--- config.mk ---
export PLATFORM = sky130hd
export DESIGN_NAME = pa_idu_gpr_wb_ctrl
export DESIGN_NICKNAME = d
export VERILOG_FILES = /design/src/rtl/pa_idu_gpr_wb_ctrl.sv
export SDC_FILE = /design/constraint.sdc
export NUM_CORES = 1
export LEC_CHECK = 0
export BUFFER_PORTS_ARGS = -buffer_cell sky130_fd_sc_hd__buf_2
export CAP_MARGIN = 25
export CORE_AREA = 3 3 167 169
export DETAILED_ROUTE_END_ITERATION = 7
export DIE_AREA = 0 0 170 172
export GPL_ROUTABILITY_DRIVEN = 0
export GPL_TIMING_DRIVEN = 1
export PLACE_DENSITY = 0.64
export SYNTH_ARGS = -nofsm -noshare
export SYNTH_HDL_FRONTEND = slang
export SYNTH_SLANG_ARGS = --single-unit
export TNS_END_PERCENT = 30
--- constraint.sdc ---
create_clock -name forever_cpuclk -period 2.3 [get_ports forever_cpuclk]
set_clock_uncertainty 0.15 [all_clocks]
set_input_delay 0 -clock forever_cpuclk [delete_from_list [all_inputs] [get_ports forever_cpuclk]]
set_output_delay 0 -clock forever_cpuclk [all_outputs]
set_load 0.02 [all_outputs]
--- src/rtl/pa_idu_gpr_wb_ctrl.sv ---
// GPR write-back port controller: ALU/DIV arbitration onto port 0, LSU and late-load
// ports 1/2, rd decode to per-GPR enables, one-cycle output registers, DIV starvation stall.
module pa_idu_gpr_wb_ctrl #(
  parameter int STALL_LIMIT = 3
) (
  input  logic        forever_cpuclk,
  input  logic        cpurst_b,
  input  logic        ifu_idu_warm_up,
  input  logic        alu_wb_vld,
  input  logic [4:0]  alu_wb_rd,
  input  logic [31:0] alu_wb_data,
  input  logic        div_wb_vld,
  input  logic [4:0]  div_wb_rd,
  input  logic [31:0] div_wb_data,
  output logic        div_wb_ack,
  input  logic        lsu_wb_vld,
  input  logic [4:0]  lsu_wb_rd,
  input  logic [31:0] lsu_wb_data,
  input  logic        lsu_late_vld,
  input  logic [4:0]  lsu_late_rd,
  input  logic [31:0] lsu_late_data,
  output logic [31:1] reg_write_en0_x,
  output logic [31:1] reg_write_en1_x,
  output logic [31:1] reg_write_en2_x,
  output logic [31:1] reg_fwd_en0_x,
  output logic [31:1] reg_fwd_en1_x,
  output logic [31:1] reg_fwd_en2_x,
  output logic [31:0] write_data0,
  output logic [31:0] write_data1,
  output logic [31:0] write_data2,
  output logic        idu_alu_wb_stall
);

  localparam logic [2:0] LIMIT = 3'(STALL_LIMIT);

  // x0 is hardwired, so rd = 0 decodes to no enable at all
  function automatic logic [31:1] rd_dec(input logic vld, input logic [4:0] rd);
    logic [31:0] oh;
    oh = 32'd1 << rd;
    return vld ? oh[31:1] : 31'd0;
  endfunction

  logic [31:1] en0_d, en0_q, en1_d, en1_q, en2_d, en2_q;
  logic [31:0] data0_d, data0_q, data1_d, data1_q, data2_d, data2_q;
  logic [2:0]  cnt_d, cnt_q;
  logic        stall_d, stall_q;
  logic        p0_vld;
  logic [4:0]  p0_rd;
  logic [31:0] p0_data;

  always_comb begin
    div_wb_ack = div_wb_vld & ~alu_wb_vld & ~ifu_idu_warm_up;
    p0_vld     = alu_wb_vld | div_wb_ack;
    p0_rd      = alu_wb_vld ? alu_wb_rd   : div_wb_rd;
    p0_data    = alu_wb_vld ? alu_wb_data : div_wb_data;

    if (ifu_idu_warm_up) begin
      en0_d   = '1;
      data0_d = '0;
    end else begin
      en0_d   = rd_dec(p0_vld, p0_rd);
      data0_d = (|en0_d) ? p0_data : data0_q;
    end
    en1_d   = rd_dec(lsu_wb_vld, lsu_wb_rd);
    data1_d = (|en1_d) ? lsu_wb_data : data1_q;
    en2_d   = rd_dec(lsu_late_vld, lsu_late_rd);
    data2_d = (|en2_d) ? lsu_late_data : data2_q;

    // counts cycles a waiting DIV result loses port 0 to the ALU
    if (div_wb_ack | ~div_wb_vld)
      cnt_d = '0;
    else if (alu_wb_vld && cnt_q != 3'd7)
      cnt_d = cnt_q + 3'd1;
    else
      cnt_d = cnt_q;

    if (div_wb_ack)
      stall_d = 1'b0;
    else if (cnt_d >= LIMIT)
      stall_d = 1'b1;
    else
      stall_d = stall_q;
  end

  always_ff @(posedge forever_cpuclk or negedge cpurst_b) begin
    if (!cpurst_b) begin
      en0_q   <= '0;
      en1_q   <= '0;
      en2_q   <= '0;
      data0_q <= '0;
      data1_q <= '0;
      data2_q <= '0;
      cnt_q   <= '0;
      stall_q <= 1'b0;
    end else begin
      en0_q   <= en0_d;
      en1_q   <= en1_d;
      en2_q   <= en2_d;
      data0_q <= data0_d;
      data1_q <= data1_d;
      data2_q <= data2_d;
      cnt_q   <= cnt_d;
      stall_q <= stall_d;
    end
  end

  assign reg_write_en0_x  = en0_q;
  assign reg_write_en1_x  = en1_q;
  assign reg_write_en2_x  = en2_q;
  assign reg_fwd_en0_x    = en0_q;
  assign reg_fwd_en1_x    = en1_q;
  assign reg_fwd_en2_x    = en2_q;
  assign write_data0      = data0_q;
  assign write_data1      = data1_q;
  assign write_data2      = data2_q;
  assign idu_alu_wb_stall = stall_q;

endmodule
==> impl_metrics.env <==
export IMPL_cts_root_buf="clkbuf_16"
export IMPL_tightestPinTransition_ps=621
export IMPL_drtPass1Iterations=4
export IMPL_ys_ff_latch=193
export IMPL_core_area_um2=26700
export IMPL_insertion_delay_ps=420
export IMPL_yosysWarnings=0
export IMPL_layout_commonest_cell="buf_2"
export IMPL_htree_num_levels=4
export IMPL_ff2ff_path_depth=7
export IMPL_overflow=0
export IMPL_n_antenna_cell=0
export IMPL_regToRegStartpoint="cnt_q[0]$_DFF_PN0_"
export IMPL_cap_violations=0
export IMPL_path_max_fanout=8
export IMPL_grt_max_degree=54
export IMPL_worstPathRequired_ps=2450
export IMPL_routedWlPerCell_um=16.4
export IMPL_rows=60
export IMPL_die_area_um2=29200
export IMPL_netlist_area_um2=8370
export IMPL_worstSetupEndpointType="flip-flop"
export IMPL_relSlewSlack=0.586
export IMPL_r2r_slack_ps=350
export IMPL_fin_crit_sh=0.980
export IMPL_power_leakage_uw=0.00657
export IMPL_drc=0
export IMPL_dr_first_iter_drc_count=339
export IMPL_hold_violations=0
export IMPL_rr_endpoint="idu_alu_wb_stall$_DFFE_PN0P_"
export IMPL_fmax_mhz=443
export IMPL_setup_viol=0
export IMPL_rsz0062_at_grt="false"
export IMPL_cts_clk_slew_worst_paths_ps=80
export IMPL_min_period_ps=2250
export IMPL_crit_start="lsu_wb_rd[1]"
export IMPL_port_buffers=438
export IMPL_cts_tree="built"
export IMPL_worst_setup_path_start_kind="input port"
export IMPL_grt_pass1_vias=7167
export IMPL_numCtsBuffers=17
export IMPL_crit_type="input port to flip-flop"
export IMPL_power_density_nw_per_um2=661
export IMPL_final_util=0.478
export IMPL_seq_area_frac_synth=0.577
export IMPL_drive_above_1_share=0.510
export IMPL_syn_num_nets=814
export IMPL_io_pins=439
export IMPL_postSynthAreaPerCell_um2=12.7
export IMPL_clock_sinks=193
export IMPL_hold_end="reg_fwd_en0_x[15]$_DFF_PN0_"
export IMPL_ant_nets=0
export IMPL_synth_distinct_cells=34
export IMPL_syn_inst=657
export IMPL_area_delta_synth_final_pct=52.6
export IMPL_via_per_inst=4.43
export IMPL_hp_start="div_wb_rd[3]"
export IMPL_whs_path_depth=4
export IMPL_ir_drop_uv=415
export IMPL_hp_class="input port to flip-flop"
export IMPL_fin_nets=1352
export IMPL_groute_usage_overall=0.165
export IMPL_grt_pass1_wl_um=38000
export IMPL_initial_core_util=0.313
export IMPL_die_h_um=172
export IMPL_slew_viol_final=0
export IMPL_final_cell_mix="buf_2, dfrtp_1, dlygate4sd3_1, nor2_1, mux2_2"
export IMPL_dp_hpwl_um=17500
export IMPL_die_x_um=170
export IMPL_status="finished, final reports clean"
export IMPL_fin_setup_tns_ps=0
export IMPL_worstPathArrival_ps=2400
export IMPL_routed_via_count=6862
export IMPL_totalWireLength_um=25500
export IMPL_antenna_found_initial=0
export IMPL_clk_path_buf_depth=2
## flip-flops by register name, summed over array words and instances (netlist names)
name	flops
cnt_q	3
idu_alu_wb_stall	1
reg_fwd_en0_x	31
reg_fwd_en1_x	31
reg_fwd_en2_x	31
write_data0	32
write_data1	32
write_data2	32
## Yosys cell counts
master	number	area, um^2
o21ai_1	1	5.00
buf_1	3	11.3
dfrtp_1	193	4830
nand2b_1	6	37.5
or3b_2	5	43.8
a21oi_1	2	10.0
ha_1	2	25.0
nand2_1	17	63.8
a32oi_1	1	8.76
inv_1	1	3.75
a22oi_1	3	22.5
mux2_4	32	480
a211oi_1	2	15.0
clkbuf_1	8	30.0
nor2_1	101	379
a211oi_4	1	20.0
mux2i_1	32	320
nor4_2	1	12.5
nor2b_1	3	18.8
buf_4	93	698
o32ai_2	1	16.3
buf_2	8	40.0
o31ai_1	3	22.5
o21ai_0	35	175
mux2_2	71	800
o221ai_2	1	15.0
nand3_1	7	35.0
nand3b_1	10	75.1
buf_6	5	56.3
o31ai_2	2	25.0
or3_1	2	12.5
xnor2_1	1	8.76
mux2i_2	3	41.3
o32ai_1	1	8.76
## critical path, stage by stage
cell and delay, ps:
dlygate4sd3_1 540, buf_2 160, or3_1 390, o31ai_4 220, buf_6 180, mux2_2 340
dlygate4sd3_1 570
## kinds of logic (layout without fill, tap and decap cells)
kind of cell / Yosys count / after routing / share of synthesized area
fa+ha+maj: 2 / 2 / 0.00299
simple gates: 152 / 152 / 0.0811
compound gates: 53 / 53 / 0.0411
xor+xnor: 1 / 1 / 0.00105
buf+inv: 118 / 668 / 0.100
mux: 138 / 138 / 0.196
flops: 193 / 193 / 0.577
## layer usage
layer / vias to the layer above / GRT usage / wire length [um]
met3: 35 / 0.0389 / 1420
met1: 3331 / 0.196 / 10200
met2: 295 / 0.295 / 13300
met4: 0 / 0.0540 / 606
met5: - / 0 / 0
li1: 3201 / - / -
## worst max-delay path by stage
stage	slack [ps]	end
4_1_cts	40	write_data0[7]$_DFFE_PN0P_
3_5_place_dp	0.6	write_data0[0]$_DFFE_PN0P_
5_1_grt	4	write_data0[23]$_DFFE_PN0P_
6_report	50	write_data1[26]$_DFFE_PN0P_
3_3_place_gp	30	write_data0[31]$_DFFE_PN0P_
2_1_floorplan	210	write_data0[10]$_DFFE_PN0P_
## stage by stage
stage	hold WS, ps	power, uW	instances	setup slack [ps]	area (um^2)
after global placement	-171	5350	1339	32.0	10400
after global routing	72.2	8810	1548	3.51	12800
after CTS	15.4	8500	1544	44.0	12700
after detailed placement	-160	5380	1339	0.590	10400
after floorplan	-446	4750	657	206	8370
final	42.6	8440	1548	45.1	12800
## cell type report
class	count	area [um^2]
fillers	2398	14000
flip-flops and latches	193	4830
repair buffers	636	4220
multi-input cells	346	2740
clock buffers	18	429
well taps	341	427
clock inverters	13	123
inverters	1	3.75
## power breakdown
part | internal, uW | switching, uW
Combinational | 867 | 982
Sequential | 3630 | 132
Clock | 1430 | 1390
## what timing repair did
action                     4_1_cts  5_1_grt
hold buffers                   174        0
hold endpoints to repair       368        0
setup endpoints to repair        0       35
buffers inserted                 0        2
gates resized for setup          0        6
Note: power is estimated with default switching activity, not from simulation.
